<file path="src/rtl/pipelined_adder_if.sv">
`default_nettype none
// ============================================================================
// Module      : pipelined_adder_if
// Description : Operand/result handshake bundle for pipelined_adder.
//               Upstream side : in_valid, in_ready, a, b, cin (+ sub when
//               PIPELINED_ADDER_SUB_EN is defined).
//               Downstream    : out_valid, out_ready, sum, cout, ovf.
//               master = producer/consumer side, slave = the adder.
// Revision    : 1.0  initial release
// ============================================================================
interface pipelined_adder_if #(
    parameter int WIDTH = 16
);
    logic             in_valid;
    logic             in_ready;
    logic [WIDTH-1:0] a;
    logic [WIDTH-1:0] b;
    logic             cin;
`ifdef PIPELINED_ADDER_SUB_EN
    logic             sub;
`endif
    logic             out_valid;
    logic             out_ready;
    logic [WIDTH-1:0] sum;
    logic             cout;
    logic             ovf;

    modport master (
        output in_valid, a, b, cin, out_ready,
        input  in_ready, out_valid, sum, cout, ovf
`ifdef PIPELINED_ADDER_SUB_EN
        , output sub
`endif
    );

    modport slave (
        input  in_valid, a, b, cin, out_ready,
        output in_ready, out_valid, sum, cout, ovf
`ifdef PIPELINED_ADDER_SUB_EN
        , input sub
`endif
    );
endinterface
`default_nettype wire

</file>
<file path="src/rtl/pipelined_adder.sv">
`default_nettype none
// ============================================================================
// Module      : pipelined_adder
// Description : WIDTH-bit adder whose carry chain is cut into STAGES
//               registered segments of SEG = WIDTH/STAGES bits. One result
//               per clock; latency STAGES cycles. Reports carry-out and
//               signed overflow.
// Ports       : clk  - rising-edge clock
//               rst  - asynchronous active-high reset
//               bus  - pipelined_adder_if.slave (valid/ready in and out,
//                      a, b, cin, sum, cout, ovf)
// Options     : PIPELINED_ADDER_SUB_EN - adds bus.sub; sub=1 computes
//               a + ~b + cin (a - b when cin=1).
// Revision    : 1.0  initial release
// ============================================================================
module pipelined_adder #(
    parameter int WIDTH  = 16,
    parameter int STAGES = 2
) (
    input  wire logic          clk,
    input  wire logic          rst,
    pipelined_adder_if.slave   bus
);
    localparam int SEG = WIDTH / STAGES;

    logic             stall;
    logic             advance;
    logic [WIDTH-1:0] b_eff;

    // Single global stall: the whole pipe freezes only when a finished
    // result is waiting on the consumer.
    assign stall        = bus.out_valid & ~bus.out_ready;
    assign advance      = ~stall;
    assign bus.in_ready = advance;

    // Subtraction is folded into the operand before it enters the pipe,
    // so every stage is a plain adder.
    always_comb begin
`ifdef PIPELINED_ADDER_SUB_EN
        b_eff = bus.b ^ {WIDTH{bus.sub}};
`else
        b_eff = bus.b;
`endif
    end

    for (genvar k = 0; k < STAGES; k++) begin : g_stage
        localparam int LO   = k * SEG;     // first operand bit added here
        localparam int DONE = LO + SEG;    // sum bits known after this stage

        // Operand bits LO and up, right-aligned (skew path into this stage).
        logic [WIDTH-LO-1:0] a_in;
        logic [WIDTH-LO-1:0] b_in;
        logic                valid_in;
        logic                carry_in;
        logic [SEG:0]        seg_total;
        logic [DONE-1:0]     sum_d;
        logic [DONE-1:0]     sum_q;
        logic                valid_d;
        logic                valid_q;
        logic                carry_d;
        logic                carry_q;

        if (k == 0) begin : g_first
            always_comb begin
                a_in     = bus.a;
                b_in     = b_eff;
                valid_in = bus.in_valid;
                carry_in = bus.cin;
                sum_d    = seg_total[SEG-1:0];
            end
        end else begin : g_later
            always_comb begin
                a_in     = g_stage[k-1].g_fwd.a_q;
                b_in     = g_stage[k-1].g_fwd.b_q;
                valid_in = g_stage[k-1].valid_q;
                carry_in = g_stage[k-1].carry_q;
                // New segment on top of the deskewed lower sum bits.
                sum_d    = {seg_total[SEG-1:0], g_stage[k-1].sum_q};
            end
        end

        always_comb begin
            seg_total = {1'b0, a_in[SEG-1:0]} + {1'b0, b_in[SEG-1:0]}
                      + {{SEG{1'b0}}, carry_in};
            valid_d   = valid_in;
            carry_d   = seg_total[SEG];
        end

        always_ff @(posedge clk or posedge rst) begin
            if (rst) begin
                valid_q <= 1'b0;
                carry_q <= 1'b0;
                sum_q   <= '0;
            end else if (advance) begin
                valid_q <= valid_d;
                carry_q <= carry_d;
                sum_q   <= sum_d;
            end
        end

        if (k < STAGES - 1) begin : g_fwd
            // Operand bits not yet consumed ride along to later stages.
            logic [WIDTH-DONE-1:0] a_d;
            logic [WIDTH-DONE-1:0] a_q;
            logic [WIDTH-DONE-1:0] b_d;
            logic [WIDTH-DONE-1:0] b_q;

            always_comb begin
                a_d = a_in[WIDTH-LO-1:SEG];
                b_d = b_in[WIDTH-LO-1:SEG];
            end

            always_ff @(posedge clk or posedge rst) begin
                if (rst) begin
                    a_q <= '0;
                    b_q <= '0;
                end else if (advance) begin
                    a_q <= a_d;
                    b_q <= b_d;
                end
            end
        end else begin : g_last
            logic msb_carry;
            logic ovf_d;
            logic ovf_q;

            // Carry into the MSB recovered from the MSB's own sum equation.
            always_comb begin
                msb_carry = a_in[SEG-1] ^ b_in[SEG-1] ^ seg_total[SEG-1];
                ovf_d     = msb_carry ^ seg_total[SEG];
            end

            always_ff @(posedge clk or posedge rst) begin
                if (rst) begin
                    ovf_q <= 1'b0;
                end else if (advance) begin
                    ovf_q <= ovf_d;
                end
            end
        end
    end

    assign bus.out_valid = g_stage[STAGES-1].valid_q;
    assign bus.sum       = g_stage[STAGES-1].sum_q;
    assign bus.cout      = g_stage[STAGES-1].carry_q;
    assign bus.ovf       = g_stage[STAGES-1].g_last.ovf_q;

endmodule
`default_nettype wire

</file>
<file path="src/flat_wrapper.sv">
// flat-port wrapper written by rule: the top's interface ports become plain ports
module pipelined_adder_flat 
#(
    parameter int WIDTH  = 16,
    parameter int STAGES = 2
)
  (clk, rst, bus_in_valid, bus_a, bus_b, bus_cin, bus_out_ready, bus_in_ready, bus_out_valid, bus_sum, bus_cout, bus_ovf);
  pipelined_adder_if #(.WIDTH(WIDTH)) bus_i ();
  input  wire logic clk;
  input  wire logic rst;
  input wire logic [$bits(bus_i.in_valid)-1:0] bus_in_valid;
  input wire logic [$bits(bus_i.a)-1:0] bus_a;
  input wire logic [$bits(bus_i.b)-1:0] bus_b;
  input wire logic [$bits(bus_i.cin)-1:0] bus_cin;
  input wire logic [$bits(bus_i.out_ready)-1:0] bus_out_ready;
  output wire logic [$bits(bus_i.in_ready)-1:0] bus_in_ready;
  output wire logic [$bits(bus_i.out_valid)-1:0] bus_out_valid;
  output wire logic [$bits(bus_i.sum)-1:0] bus_sum;
  output wire logic [$bits(bus_i.cout)-1:0] bus_cout;
  output wire logic [$bits(bus_i.ovf)-1:0] bus_ovf;
  assign bus_i.in_valid = bus_in_valid;
  assign bus_i.a = bus_a;
  assign bus_i.b = bus_b;
  assign bus_i.cin = bus_cin;
  assign bus_i.out_ready = bus_out_ready;
  assign bus_in_ready = bus_i.in_ready;
  assign bus_out_valid = bus_i.out_valid;
  assign bus_sum = bus_i.sum;
  assign bus_cout = bus_i.cout;
  assign bus_ovf = bus_i.ovf;
  pipelined_adder #(.WIDTH(WIDTH), .STAGES(STAGES)) u_core (.clk(clk), .rst(rst), .bus(bus_i));
endmodule
</file>
<file path="config.mk">
export PLATFORM = sky130hd
export DESIGN_NAME = pipelined_adder_flat
export DESIGN_NICKNAME = d
export VERILOG_FILES = /design/src/rtl/pipelined_adder_if.sv /design/src/rtl/pipelined_adder.sv /design/src/flat_wrapper.sv
export SDC_FILE = /design/constraint.sdc
export NUM_CORES = 1
export LEC_CHECK = 0
export CELL_PAD_IN_SITES_DETAIL_PLACEMENT = 0
export CELL_PAD_IN_SITES_GLOBAL_PLACEMENT = 2
export CORE_MARGIN = 5
export CORE_UTILIZATION = 30
export CTS_BUF_LIST = sky130_fd_sc_hd__clkbuf_8
export CTS_CLUSTER_DIAMETER = 50
export DETAILED_ROUTE_END_ITERATION = 6
export PLACE_DENSITY_LB_ADDON = 0.3
export SYNTH_ARGS = -nofsm -noshare
export SYNTH_HDL_FRONTEND = slang
export SYNTH_SLANG_ARGS = --single-unit
</file>
<file path="constraint.sdc">
create_clock -name clk -period 2.47 [get_ports clk]
set_input_delay 0.494 -clock clk [delete_from_list [all_inputs] [get_ports clk]]
set_output_delay 0.494 -clock clk [all_outputs]
set_load 0.05 [all_outputs]
</file>
**Word-level counts from Yosys, hierarchy flattened**

Cells that the tools add are included.

- Bits of input ports: 37
- Register bits after elaboration: 45
- Word-level logic and storage cells: 19
- Memory bits (writable): 0
- Bits in latches: 0
- Memory bits (read-only): 0
- Memories: 0

- Equal/unequal tests: 0
- Multiply operators: 0
- Div/mod/pow operators: 0
- Reduce and logical (&&, ||, !) cells: 0
- $add $sub $neg: 4
- $lt $le $gt $ge: 0
- Bitwise gates (word level): 6
- Multiplexer cells: 0
- Shifts and indexed selects: 0

Operators by type and width:

| operator | count |
|---|---|
| adder 8 x 8 -> 9 bit | 2 |
| adder 9 x 1 -> 9 bit | 2 |
| XOR 1 bit | 3 |
| inverter 1 bit | 2 |
| AND 1 bit | 1 |

**Logic depth before layout (Yosys ltp)**

Gate-level depths: netlist (run 1).

- Depth in word-level cells: 4
- Mapped depth: 7

**Worst setup path before layout (run 1)**

No wires, ideal clock.

- Path kind: input port to flip-flop
- Start point: input bus_cin
- End point: register u_core.g_stage[0].sum_q[6]
- Path slack: 0.349 ns
- Arrival: 1.995 ns
- Stages: 7
- Library setup time: 0.126 ns
- Cells stage by stage: fa_1 -> fa_1 -> a21oi_1 -> o21bai_1 -> a21oi_1 -> mux2i_1 -> nand2_1

- Longest elaborated chain between the ends: 1

Ends and longest elaborated chain:

| what | RTL line | RTL |
|---|---|---|
| from (decl) | flat_wrapper.sv:14 | `input wire logic [$bits(bus_i.cin)-1:0] bus_cin;` |
| adder 9 x 1 -> 9 bit | pipelined_adder.sv:84 | `+ {{SEG{1'b0}}, carry_in};` |
| to (signal assigned) | pipelined_adder.sv:97 | `sum_q <= sum_d;` |
| to (decl) | pipelined_adder.sv:57 | `logic [DONE-1:0] sum_q;` |

Every way passes these cells.
A chain may end at the register's enable or synchronous reset.

**Final worst setup path (run 1)**

Same ends and word-level chain as after synthesis.

==> impl_metrics.xml, run 1 <==
<?xml version="1.0" encoding="UTF-8"?>
<metrics>
  <group name="run_status">
    <metric name="status" unit="">finished clean</metric>
  </group>
  <group name="placed_design">
    <metric name="placement.cell_area" unit="mm²">0.00302</metric>
    <metric name="port_buffers" unit="">56</metric>
    <metric name="place.detailed.instances" unit="">406</metric>
    <metric name="estimated_wirelength_of_the_detail_placed_design" unit="µm">3920</metric>
    <metric name="routabilityCongestion" unit="">0.783</metric>
  </group>
  <group name="sta">
    <metric name="grt_setup_unrepaired" unit="">no</metric>
    <metric name="worst-slew-pin-transition" unit="ns">0.557</metric>
    <metric name="timing.final.setup_violations" unit="">0</metric>
    <metric name="timing.max_slew.rel_slack" unit="%">62.8</metric>
    <metric name="hold_violations" unit="">0</metric>
    <metric name="max_freq" unit="MHz">428</metric>
    <metric name="slew_violations" unit="">0</metric>
    <metric name="finalCritPeriodShare" unit="%">94.7</metric>
    <metric name="period_minus_slack" unit="ns">2.34</metric>
    <metric name="clock_skew" unit="ns">0.00310</metric>
  </group>
  <group name="setup_path">
    <metric name="critPathKind" unit="">in -&gt; reg</metric>
    <metric name="crit_required" unit="ns">2.64</metric>
    <metric name="worstSetupStartpointType" unit="">input port</metric>
    <metric name="cp-end-kind" unit="">flop</metric>
    <metric name="r2r.worst_path.cells" unit="">7</metric>
    <metric name="worstPathMaxFanout" unit="">2</metric>
    <metric name="worst-endpoint-arrival" unit="ns">2.51</metric>
  </group>
  <group name="routing">
    <metric name="detail_route.vias_per_cell" unit="">4.46</metric>
    <metric name="via_count" unit="">1845</metric>
    <metric name="route.detailed.drc" unit="">0</metric>
    <metric name="ant_nets" unit="">0</metric>
    <metric name="detailedRoute.firstPassIterationCount" unit="">4</metric>
    <metric name="wirelength" unit="µm">5240</metric>
    <metric name="initialDrtViolationCount" unit="">43</metric>
    <metric name="wl_per_cell" unit="µm">12.7</metric>
  </group>
  <group name="final_layout">
    <metric name="finalInstanceArea" unit="mm²">0.00311</metric>
    <metric name="fill_cells" unit="">786</metric>
    <metric name="num_antenna_cells" unit="">0</metric>
    <metric name="utilization" unit="%">40.6</metric>
    <metric name="multi_input_area" unit="mm²">0.00114</metric>
    <metric name="final_cell_count_no_fill" unit="">414</metric>
    <metric name="area_growth_from_synthesis_to_layout" unit="%">33.7</metric>
    <metric name="num-nets-final" unit="">366</metric>
    <metric name="drive_above_1_share" unit="%">6.09</metric>
    <metric name="area.sequential" unit="mm²">0.00113</metric>
  </group>
  <group name="power">
    <metric name="leakage" unit="nW">1.44</metric>
    <metric name="report.power.total" unit="mW">2.72</metric>
    <metric name="vdd.ir_drop.worst" unit="V">0.000353</metric>
    <metric name="power.density" unit="mW/mm²">875</metric>
  </group>
  <group name="synth">
    <metric name="ys_warn_count" unit="">0</metric>
    <metric name="netlist_top_cells_area" unit="">sky130_fd_sc_hd__dfrtp_1, sky130_fd_sc_hd__nand2_1, sky130_fd_sc_hd__ha_1</metric>
    <metric name="dominantRegCellSynth" unit="">sky130_fd_sc_hd__dfrtp_1</metric>
    <metric name="synthDominantAreaCellType" unit="">sky130_fd_sc_hd__dfrtp_1</metric>
    <metric name="postSynthRegisterBits" unit="">45</metric>
    <metric name="ys_seq_area_share" unit="%">48.5</metric>
    <metric name="synthArstFlopShare" unit="%">100</metric>
    <metric name="synth_enable_flop_cells" unit="">0</metric>
    <metric name="synthesis.instances" unit="">253</metric>
    <metric name="syn-mean-instance-area" unit="µm²">9.18</metric>
    <metric name="fraction_of_post_synthesis_cell_area_in_the_top_cell_type_by_area" unit="%">48.5</metric>
    <metric name="synth_cell_type_count" unit="">41</metric>
    <metric name="synth_nets" unit="">308</metric>
    <metric name="netlist_area" unit="mm²">0.00232</metric>
  </group>
  <group name="cts">
    <metric name="tritoncts" unit="">done</metric>
    <metric name="htree_depth" unit="">2</metric>
    <metric name="clk_latency" unit="ns">0.29</metric>
    <metric name="cts_buffers" unit="">5</metric>
    <metric name="clock_tree.buffer_depth" unit="">2</metric>
    <metric name="cts-root-buf" unit="">sky130_fd_sc_hd__clkbuf_8</metric>
    <metric name="clock_sinks" unit="">45</metric>
    <metric name="clock_transition_at_path_regs" unit="ns">0.08</metric>
  </group>
  <group name="run">
    <metric name="cap_viol_max_count" unit="">0</metric>
  </group>
  <group name="grt">
    <metric name="first_pass_grt_wire_length" unit="µm">9110</metric>
    <metric name="grt_antenna_before_repair" unit="">0</metric>
    <metric name="total_grt_usage" unit="%">11.5</metric>
    <metric name="grt_max_degree" unit="">45</metric>
    <metric name="via_count_of_the_first_global_routing_pass" unit="">1954</metric>
    <metric name="overflow" unit="">0</metric>
  </group>
  <group name="floorplanning">
    <metric name="effective_utilization_at_floorplan" unit="%">30.4</metric>
    <metric name="die_area" unit="mm²">0.00960</metric>
    <metric name="die_y" unit="µm">98.0</metric>
    <metric name="io_pins" unit="">57</metric>
    <metric name="die_width" unit="µm">98.0</metric>
    <metric name="floorplan.core_area" unit="mm²">0.00765</metric>
    <metric name="rows" unit="">32</metric>
  </group>
  <group name="min_path">
    <metric name="holdPathStages" unit="">1</metric>
    <metric name="hold_class" unit="">reg -&gt; reg</metric>
  </group>
</metrics>
## final cells by class
cell class              count  area share [%]
well taps                 102            4.11
inverters                   6           0.725
multi-input cells         192            36.6
flip-flops and latches     45            36.3
repair buffers             61            19.6
clock inverters             3           0.483
clock buffers               5            2.22
## state kept, by name (all words and copies together), names as in the netlist
| signal | cells |
|---|---|
| u_core.g_stage.g_fwd.b_q | 8 |
| u_core.g_stage.sum_q | 8 |
| u_core.bus.ovf | 1 |
| u_core.bus.out_valid | 1 |
| u_core.g_stage.valid_q | 1 |
| u_core.g_stage.carry_q | 1 |
| u_core.g_stage.g_fwd.a_q | 8 |
| u_core.bus.sum | 16 |
| u_core.bus.cout | 1 |
## synthesized netlist by cell type, drive strengths merged, types with 3 or more instances
| cell type | n |
|---|---|
| dfrtp | 45 |
| ha | 14 |
| buf | 9 |
| xor2 | 3 |
| a21oi | 18 |
| nand3 | 3 |
| nand2 | 92 |
| xnor2 | 7 |
| a21o | 3 |
| fa | 4 |
| inv | 6 |
| o21ai | 11 |
| nor2 | 10 |
## through the flow
step / TNS, ns / setup WS (ns) / hold slack (ns)
floorplan: 0 / 0.349 / 0.430
global placement: -0.372 / -0.179 / 0.442
detailed placement: -0.474 / -0.217 / 0.460
CTS: 0 / 0.0888 / 0.472
global route: 0 / 0.00253 / 0.496
finish: 0 / 0.132 / 0.468
## repair_timing
action / CTS / global route
setup buffers: 0 / 0
setup endpoints to repair: 0 / 1
resized for setup: 0 / 1
hold buffers: 0 / 0
## layer usage
layer  part of all wire, %  up-vias  wire, µm  GRT usage, %
met5                     0        -         0             0
met2                    44       41      2290          18.3
met4                  0.94        0        49          3.83
met1                    50      845      2640          15.5
li1                      -      957         -             -
met3                   4.8        2       250          2.57
## cell usage in the layout (no fill, tap or decap), types with 4 or more instances in the layout
cell type	instances
sky130_fd_sc_hd__buf_4	5
sky130_fd_sc_hd__nor2_1	10
sky130_fd_sc_hd__nand2_1	92
sky130_fd_sc_hd__o21ai_0	9
sky130_fd_sc_hd__clkdlybuf4s50_1	55
sky130_fd_sc_hd__inv_1	6
sky130_fd_sc_hd__a21oi_1	17
sky130_fd_sc_hd__dfrtp_1	45
sky130_fd_sc_hd__xnor2_1	7
sky130_fd_sc_hd__clkbuf_8	5
sky130_fd_sc_hd__ha_1	14
sky130_fd_sc_hd__fa_1	4
## critical path, cell delays in order
cell                              delay (ns)
sky130_fd_sc_hd__clkdlybuf4s50_1        0.43
sky130_fd_sc_hd__fa_1                   0.47
sky130_fd_sc_hd__fa_1                   0.43
sky130_fd_sc_hd__a21oi_1                0.15
sky130_fd_sc_hd__o21bai_1               0.10
sky130_fd_sc_hd__a21oi_2                0.18
sky130_fd_sc_hd__mux2i_1                0.19
sky130_fd_sc_hd__nand2_1                0.06
## cell families (layout without fill, tap and decap cells)
kind of cell / count (synthesis) / after routing / synth area share, %
xor+xnor: 10 / 10 / 3.77
simple gates: 117 / 117 / 20.7
buf+inv: 16 / 75 / 2.91
compound gates: 45 / 45 / 12.2
flops: 45 / 45 / 48.5
mux: 2 / 2 / 0.916
fa+ha+maj: 18 / 18 / 11.0
## worst paths after layout
check	start	end	slack [ns]
worst min-delay path	u_core.g_stage[0].valid_q$_DFFE_PP0N_	u_core.bus.out_valid$_DFFE_PP0N_	0.47
worst max register to register	u_core.g_stage[0].g_fwd.b_q[0]$_DFFE_PP0N_	u_core.bus.sum[14]$_DFFE_PP0N_	0.31
min in group asynchronous	rst	u_core.bus.sum[3]$_DFFE_PP0N_	0.58
max in group asynchronous	rst	u_core.g_stage[0].g_fwd.a_q[0]$_DFFE_PP0N_	1.37
worst min register to register	u_core.g_stage[0].valid_q$_DFFE_PP0N_	u_core.bus.out_valid$_DFFE_PP0N_	0.47
worst max-delay path	bus_cin	u_core.g_stage[0].sum_q[6]$_DFFE_PP0N_	0.13
## power by group
part	switching (mW)	leakage [nW]	total (mW)	internal (mW)
sequential	0.110	0.534	1.03	0.921
clock	0.244	0.0467	0.437	0.192
combinational	0.779	0.859	1.25	0.470
total	1.13	1.44	2.72	1.58
Power figures use the tool's default switching activity.
==> run 2: changes to the inputs <==
Settings changed: CAP_MARGIN set to 5, SLEW_MARGIN set to 20.
==> results of run 2 <==
No change in the layout: final DEF, timing and power equal those of run 1.
